### config.mk
export PLATFORM = sky130hd
export DESIGN_NAME = idct_flat
export DESIGN_NICKNAME = d
export VERILOG_FILES = /design/src/rtl/idct_pkg.sv /design/src/rtl/idct_if.sv /design/src/rtl/idct_dot4.sv /design/src/rtl/idct.sv /design/src/flat_wrapper.sv
export SDC_FILE = /design/constraint.sdc
export NUM_CORES = 2
export LEC_CHECK = 0
export ABC_AREA = 1
export CAP_MARGIN = 15
export CORE_MARGIN = 2
export CORE_UTILIZATION = 60
export DETAILED_ROUTE_END_ITERATION = 8
export GPL_ROUTABILITY_DRIVEN = 0
export GPL_TIMING_DRIVEN = 0
export PLACE_DENSITY = 0.81
export SYNTH_ARGS = -nofsm -noshare
export SYNTH_HDL_FRONTEND = slang
export SYNTH_SLANG_ARGS = --single-unit
### constraint.sdc
create_clock -name clk -period 13.1 [get_ports clk]
set_input_delay 1.31 -clock clk [delete_from_list [all_inputs] [get_ports clk]]
set_output_delay 1.31 -clock clk [all_outputs]
set_load 0.01 [all_outputs]
### src/rtl/idct_pkg.sv
// idct_pkg: shared widths, FSM state codes, coefficient matrix and output saturation for the 4x4 inverse DCT
package idct_pkg;
   localparam int CW = 10;
   localparam int ZW = 13;
   localparam int OW = 8;
   localparam int PW = 23;
   localparam logic [1:0] IDLE = 2'd0, INPUT = 2'd1, CALC = 2'd2, OUTPUT = 2'd3;
   localparam logic signed [7:0] C [4][4] = '{
      '{8'sd64,  8'sd64,  8'sd64,  8'sd64},
      '{8'sd83,  8'sd34, -8'sd34, -8'sd83},
      '{8'sd64, -8'sd64, -8'sd64,  8'sd64},
      '{8'sd34, -8'sd83,  8'sd83, -8'sd34}
   };
   function automatic logic signed [OW-1:0] sat8(input logic signed [PW-1:0] v);
      return v > 23'sd127 ? 8'sh7f : v < -23'sd128 ? 8'sh80 : v[OW-1:0];
   endfunction
endpackage

### src/rtl/idct_if.sv
// idct_if: streaming bus of the inverse DCT
//   in_valid/in_data   : coefficient stream into the transform (10-bit signed)
//   out_valid/out_data : reconstructed sample stream out of the transform (8-bit signed)
interface idct_if;
   import idct_pkg::*;
   logic                 in_valid;
   logic signed [CW-1:0] in_data;
   logic                 out_valid;
   logic signed [OW-1:0] out_data;
   modport master (output in_valid, in_data, input out_valid, out_data);
   modport slave  (input in_valid, in_data, output out_valid, out_data);
endinterface

### src/rtl/idct_dot4.sv
// idct_dot4: combinational 4-term signed dot product scaled by 1/128, truncated toward zero
//   a_i   : four 13-bit signed operands
//   b_i   : four 8-bit signed coefficients
//   dot_o : 23-bit signed (sum a*b) / 128
module idct_dot4
   import idct_pkg::*;
(
   input  logic signed [ZW-1:0] a_i [4],
   input  logic signed [7:0]    b_i [4],
   output logic signed [PW-1:0] dot_o
);
   logic signed [20:0]   p [4];
   logic signed [PW-1:0] sum;
   always_comb begin
      sum = '0;
      for (int i = 0; i < 4; i++) begin
         p[i] = 21'(a_i[i]) * 21'(b_i[i]);
         sum  = sum + PW'(p[i]);
      end
      // signed division rounds toward zero, unlike an arithmetic shift
      dot_o = sum / 23'sd128;
   end
endmodule

### src/rtl/idct.sv
// idct: 4x4 inverse integer DCT, serial row-major in, serial saturated row-major out
//   clk   : rising-edge clock
//   rst_n : asynchronous active-low reset, aborts any block in flight
//   bus   : idct_if slave (in_valid/in_data in, out_valid/out_data out)
module idct
   import idct_pkg::*;
(
   input  logic  clk,
   input  logic  rst_n,
   idct_if.slave bus
);
   logic [1:0]           state_q, state_d;
   logic [3:0]           in_cnt_q, in_cnt_d;
   logic [4:0]           cnt_q, cnt_d;
   logic [3:0]           out_cnt_q, out_cnt_d;
   logic                 out_valid_q;
   logic signed [OW-1:0] out_data_q;
   logic signed [CW-1:0] y_q [4][4];
   logic signed [ZW-1:0] z_q [4][4];
   logic signed [OW-1:0] x_q [4][4];
   logic signed [ZW-1:0] a [4];
   logic signed [7:0]    b [4];
   logic signed [PW-1:0] dot;
   logic                 capture, calc, pass2;
   logic [3:0]           k;

   assign capture = bus.in_valid && (state_q == IDLE || state_q == INPUT);
   assign calc    = state_q == CALC;
   assign pass2   = cnt_q[4];
   assign k       = cnt_q[3:0];

   always_comb begin
      state_d   = (state_q == IDLE   &&  bus.in_valid)      ? INPUT  :
                  (state_q == INPUT  && !bus.in_valid)      ? CALC   :
                  (state_q == CALC   && cnt_q == 5'd31)     ? OUTPUT :
                  (state_q == OUTPUT && out_cnt_q == 4'd15) ? IDLE   : state_q;
      in_cnt_d  = capture ? in_cnt_q + 4'd1 : 4'd0;
      cnt_d     = calc ? cnt_q + 5'd1 : 5'd0;
      out_cnt_d = state_q == OUTPUT ? out_cnt_q + 4'd1 : 4'd0;
   end

   // pass 1: Z[r][c] = sum_j C[j][r]*Y[j][c]; pass 2: X[r][c] = sum_j Z[r][j]*C[j][c]
   always_comb begin
      for (int j = 0; j < 4; j++) begin
         a[j] = pass2 ? z_q[k[3:2]][j] : {{(ZW-CW){y_q[j][k[1:0]][CW-1]}}, y_q[j][k[1:0]]};
         b[j] = pass2 ? C[j][k[1:0]] : C[j][k[3:2]];
      end
   end

   idct_dot4 u_dot (.a_i(a), .b_i(b), .dot_o(dot));

   always_ff @(posedge clk or negedge rst_n) begin
      if (!rst_n) begin
         state_q     <= IDLE;
         in_cnt_q    <= '0;
         cnt_q       <= '0;
         out_cnt_q   <= '0;
         out_valid_q <= 1'b0;
         out_data_q  <= '0;
         for (int r = 0; r < 4; r++) begin
            for (int c = 0; c < 4; c++) begin
               y_q[r][c] <= '0;
               z_q[r][c] <= '0;
               x_q[r][c] <= '0;
            end
         end
      end else begin
         state_q     <= state_d;
         in_cnt_q    <= in_cnt_d;
         cnt_q       <= cnt_d;
         out_cnt_q   <= out_cnt_d;
         if (capture) y_q[in_cnt_q[3:2]][in_cnt_q[1:0]] <= bus.in_data;
         // |Z| stays within 13 bits, so the upper dot bits are redundant sign
         if (calc && !pass2) z_q[k[3:2]][k[1:0]] <= dot[ZW-1:0];
         if (calc && pass2) x_q[k[3:2]][k[1:0]] <= sat8(dot);
         out_valid_q <= state_q == OUTPUT;
         out_data_q  <= state_q == OUTPUT ? x_q[out_cnt_q[3:2]][out_cnt_q[1:0]] : '0;
      end
   end

   assign bus.out_valid = out_valid_q;
   assign bus.out_data  = out_data_q;
endmodule

### src/flat_wrapper.sv
// flat-port wrapper written by rule: the top's interface ports become plain ports
module idct_flat import idct_pkg::*;
  (clk, rst_n, bus_in_valid, bus_in_data, bus_out_valid, bus_out_data);
  idct_if bus_i ();
  input  logic clk;
  input  logic rst_n;
  input wire logic [$bits(bus_i.in_valid)-1:0] bus_in_valid;
  input wire logic [$bits(bus_i.in_data)-1:0] bus_in_data;
  output wire logic [$bits(bus_i.out_valid)-1:0] bus_out_valid;
  output wire logic [$bits(bus_i.out_data)-1:0] bus_out_data;
  assign bus_i.in_valid = bus_in_valid;
  assign bus_i.in_data = bus_in_data;
  assign bus_out_valid = bus_i.out_valid;
  assign bus_out_data = bus_i.out_data;
  idct u_core (.clk(clk), .rst_n(rst_n), .bus(bus_i));
endmodule
==> flow_metrics.py <==
metrics = {
    "clocking": {
        "cts_max_path_buffers": 3,
        "cts_inserted_buffers": 51,
        "cts_root_buffer": "clkbuf_16",
        "clkLatencyLatePin_ns": 0.63,
        "path_clk_slew_ns": 0.07,
        "cts_tree": "built",
        "cts_hold_buf": 0,
        "cts_num_sinks": 520,
        "htreeDepth": 2,
    },
    "timing": {
        "setup_tns_ns": 0,
        "max_freq_mhz": 78.79,
        "skew_ns": 0.03634,
        "fin_crit_ns": 12.69,
        "rsz0062_at_grt": "false",
        "slew_viol_final": 0,
        "hold_viol": 0,
        "setup_viol": 0,
        "finalCritPeriodShare_pct": 96.89,
        "max_slew_margin_pct": 20.59,
        "worstMarginPinSlew_ns": 1.179,
    },
    "worst_setup_path": {
        "cp-start-kind": "register",
        "r2r_cells": 41,
        "cp_data_arrival_time_ns": 13.14,
        "critical_path_class": "reg -> reg",
        "cp_slowest_cell": "clkinv_1",
        "path_max_fanout": 12,
        "cpMostUsedCell": "nand2_1",
        "crit_required_ns": 13.55,
        "slowest_delay_ns": 0.68,
        "worstSetupEndpointType": "register",
    },
    "global_route": {
        "grt_max_degree": 128,
        "antenna_found_initial": 2,
        "grt_usage_pct": 36.29,
        "grt_pass1_vias": 30062,
        "grt_pass1_wl_mm": 165.1,
        "overflow": 0,
    },
    "worst_hold_path": {
        "hold_path.class": "reg -> reg",
        "hold_path_depth": 2,
    },
    "synthesis": {
        "synthArstFlopShare_pct": 100.0,
        "synthMuxAreaShare_pct": 0.05835,
        "syn_area_um2": 34310,
        "synth_largest_area_cell": "dfrtp_1",
        "synth_edf_count": 0,
        "postSynthCellCount": 4159,
        "synth_compound_area_share_pct": 13.31,
        "synthFlopType": "dfrtp_1",
        "synth.distinct_cells": 42,
        "yosysWarnings": 0,
        "synthTopCellsByArea": "dfrtp_1 (38%), fa_1 (15%), nand2_1 (12%)",
        "yosysSeqAreaShare_pct": 37.93,
        "synthXorXnorAreaFrac_pct": 0.3319,
        "synth_seq_cells": 520,
        "avgSynthCellArea_um2": 8.250,
        "synth_simple_gate_area_share_pct": 18.85,
        "synth_top_family_by_area": "adder cells",
        "synth_fp_nets": 4593,
        "synthAdderAreaFrac_pct": 20.93,
        "synth_top_area_share_pct": 37.93,
    },
    "floorplan": {
        "start_util_pct": 60.73,
        "io_pins": 22,
        "row_count": 87,
        "die_y_um": 243.1,
        "coreArea_um2": 56500,
        "dieArea_um2": 59110,
        "die_w_um": 243.1,
    },
    "drt": {
        "drt_first_pass_iters": 6,
        "wl_mm": 106.0,
        "route.detailed.drc": 0,
        "ant_nets": 0,
        "routed_via_density": 6.060,
        "routedWlPerCell_um": 21.04,
        "drt_first_iter_violations": 4593,
        "vias": 30513,
    },
    "status": {
        "status": "finished, final reports clean",
    },
    "layout": {
        "layout.nets": 4671,
        "drive_gt1_share_pct": 4.021,
        "area_growth_pct": 8.705,
    },
    "placed_design": {
        "dpl.hpwl_mm": 78.61,
        "port_buffers": 21,
    },
    "job": {
        "drv_cap": 0,
    },
}
[cell usage in the layout, fill, tap and decap left out, types with 21 or more instances in the layout]
| cell | instances |
|---|---|
| nand2_1 | 1054 |
| o21ai_0 | 523 |
| inv_1 | 520 |
| dfrtp_1 | 520 |
| nor2_1 | 360 |
| fa_1 | 255 |
| a21oi_1 | 204 |
| clkbuf_1 | 187 |
| ha_1 | 166 |
| nand3_1 | 90 |
| clkbuf_16 | 51 |
| o221ai_1 | 40 |
| clkinv_1 | 33 |
| nand2_2 | 32 |
| a221o_1 | 25 |
| nand4_1 | 21 |
[through the flow]
stage	hold WS (ns)	utilization, %	worst slack, ns	cells	area (µm²)
finish	0.4799	66.02	0.4077	5035	37300
global route	0.4899	66.01	0.01305	5034	37290
CTS	0.4774	66.01	0.4607	5034	37290
detailed placement	0.4599	62.98	0.5091	4940	35580
global placement	0.4579	62.78	-12.11	4936	35470
floorplan	0.4436	-	3.539	4159	34310
[worst max-delay path: cells and delay by family, from the launching register on]
family / cells / cell delay (ns)
adder cells (fa/ha/maj): 12 / 5.20
AO/OA/AOI/OAI: 5 / 1.21
AND/OR/NAND/NOR: 12 / 2.27
flip-flops: 1 / 0.50
buffers and inverters: 12 / 3.31
[repair_timing]
item,CTS,global route
buffers inserted,0,0
endpoints found under the setup margin,0,192
resized for setup,0,2
[cells in the mapped netlist, types with 21 or more instances]
| library cell | n |
|---|---|
| nand2_1 | 1054 |
| o21ai_0 | 524 |
| dfrtp_1 | 520 |
| inv_1 | 520 |
| nor2_1 | 361 |
| fa_1 | 255 |
| a21oi_1 | 204 |
| clkbuf_1 | 177 |
| ha_1 | 166 |
| nand3_1 | 90 |
| o221ai_1 | 40 |
| clkinv_1 | 33 |
| nand2_2 | 32 |
| a221o_1 | 25 |
| nand4_1 | 21 |
[registers in the layout, indices dropped and copies added, names as in the netlist]
signal / cells
u_core.in_cnt_q: 4
u_core.y_q: 160
u_core.z_q: 208
u_core.x_q: 128
u_core.cnt_q: 5
u_core.bus.out_data: 8
u_core.state_q: 2
u_core.out_cnt_q: 4
u_core.bus.out_valid: 1
[routing by layer]
metal / vias to the layer above / share of wire [%] / wire length (µm) / track usage (%)
met4: 2 / 5.9 / 6272 / 18.24
met1: 14695 / 37 / 39140 / 47.59
met5: - / 0.012 / 13 / 0
li1: 13333 / - / - / -
met3: 453 / 14 / 14940 / 12.52
met2: 2030 / 43 / 45580 / 53.82
[cells by family after synthesis]
group	after synthesis
and+or+nand+nor	1602
adders and majority gates	421
xor gates and xnor gates	13
DFF	520
buffers and inverters	763
muxes	2
AOI/OAI and AO/OA	838
[cell type report]
cell class / count / area, µm²
diodes: 1 / 2.502
plain buffers: 203 / 843.3
clock buffers: 77 / 1534
clock inverters: 17 / 176.4
fillers: 4510 / 19200
inverters: 560 / 2103
multi-input cells: 2876 / 18350
flip-flops and latches: 520 / 13010
well taps: 756 / 945.9
repair buffers: 25 / 325.3
[worst paths after layout]
kind	start	slack, ns	end
max in group asynchronous	rst_n	11.07	u_core.bus.out_data[0]
hold reg to reg	u_core.x_q[78]	0.48	u_core.x_q[78]
hold / removal	u_core.x_q[78]	0.48	u_core.x_q[78]
setup / recovery	u_core.cnt_q[1]	0.41	u_core.z_q[186]
setup reg to reg	u_core.cnt_q[1]	0.41	u_core.z_q[186]
min in group asynchronous	rst_n	0.72	u_core.y_q[52]
Power is left out: the tool's default activity adds up to more than one toggle a clock period on the data nets, which glitch-free logic cannot reach.
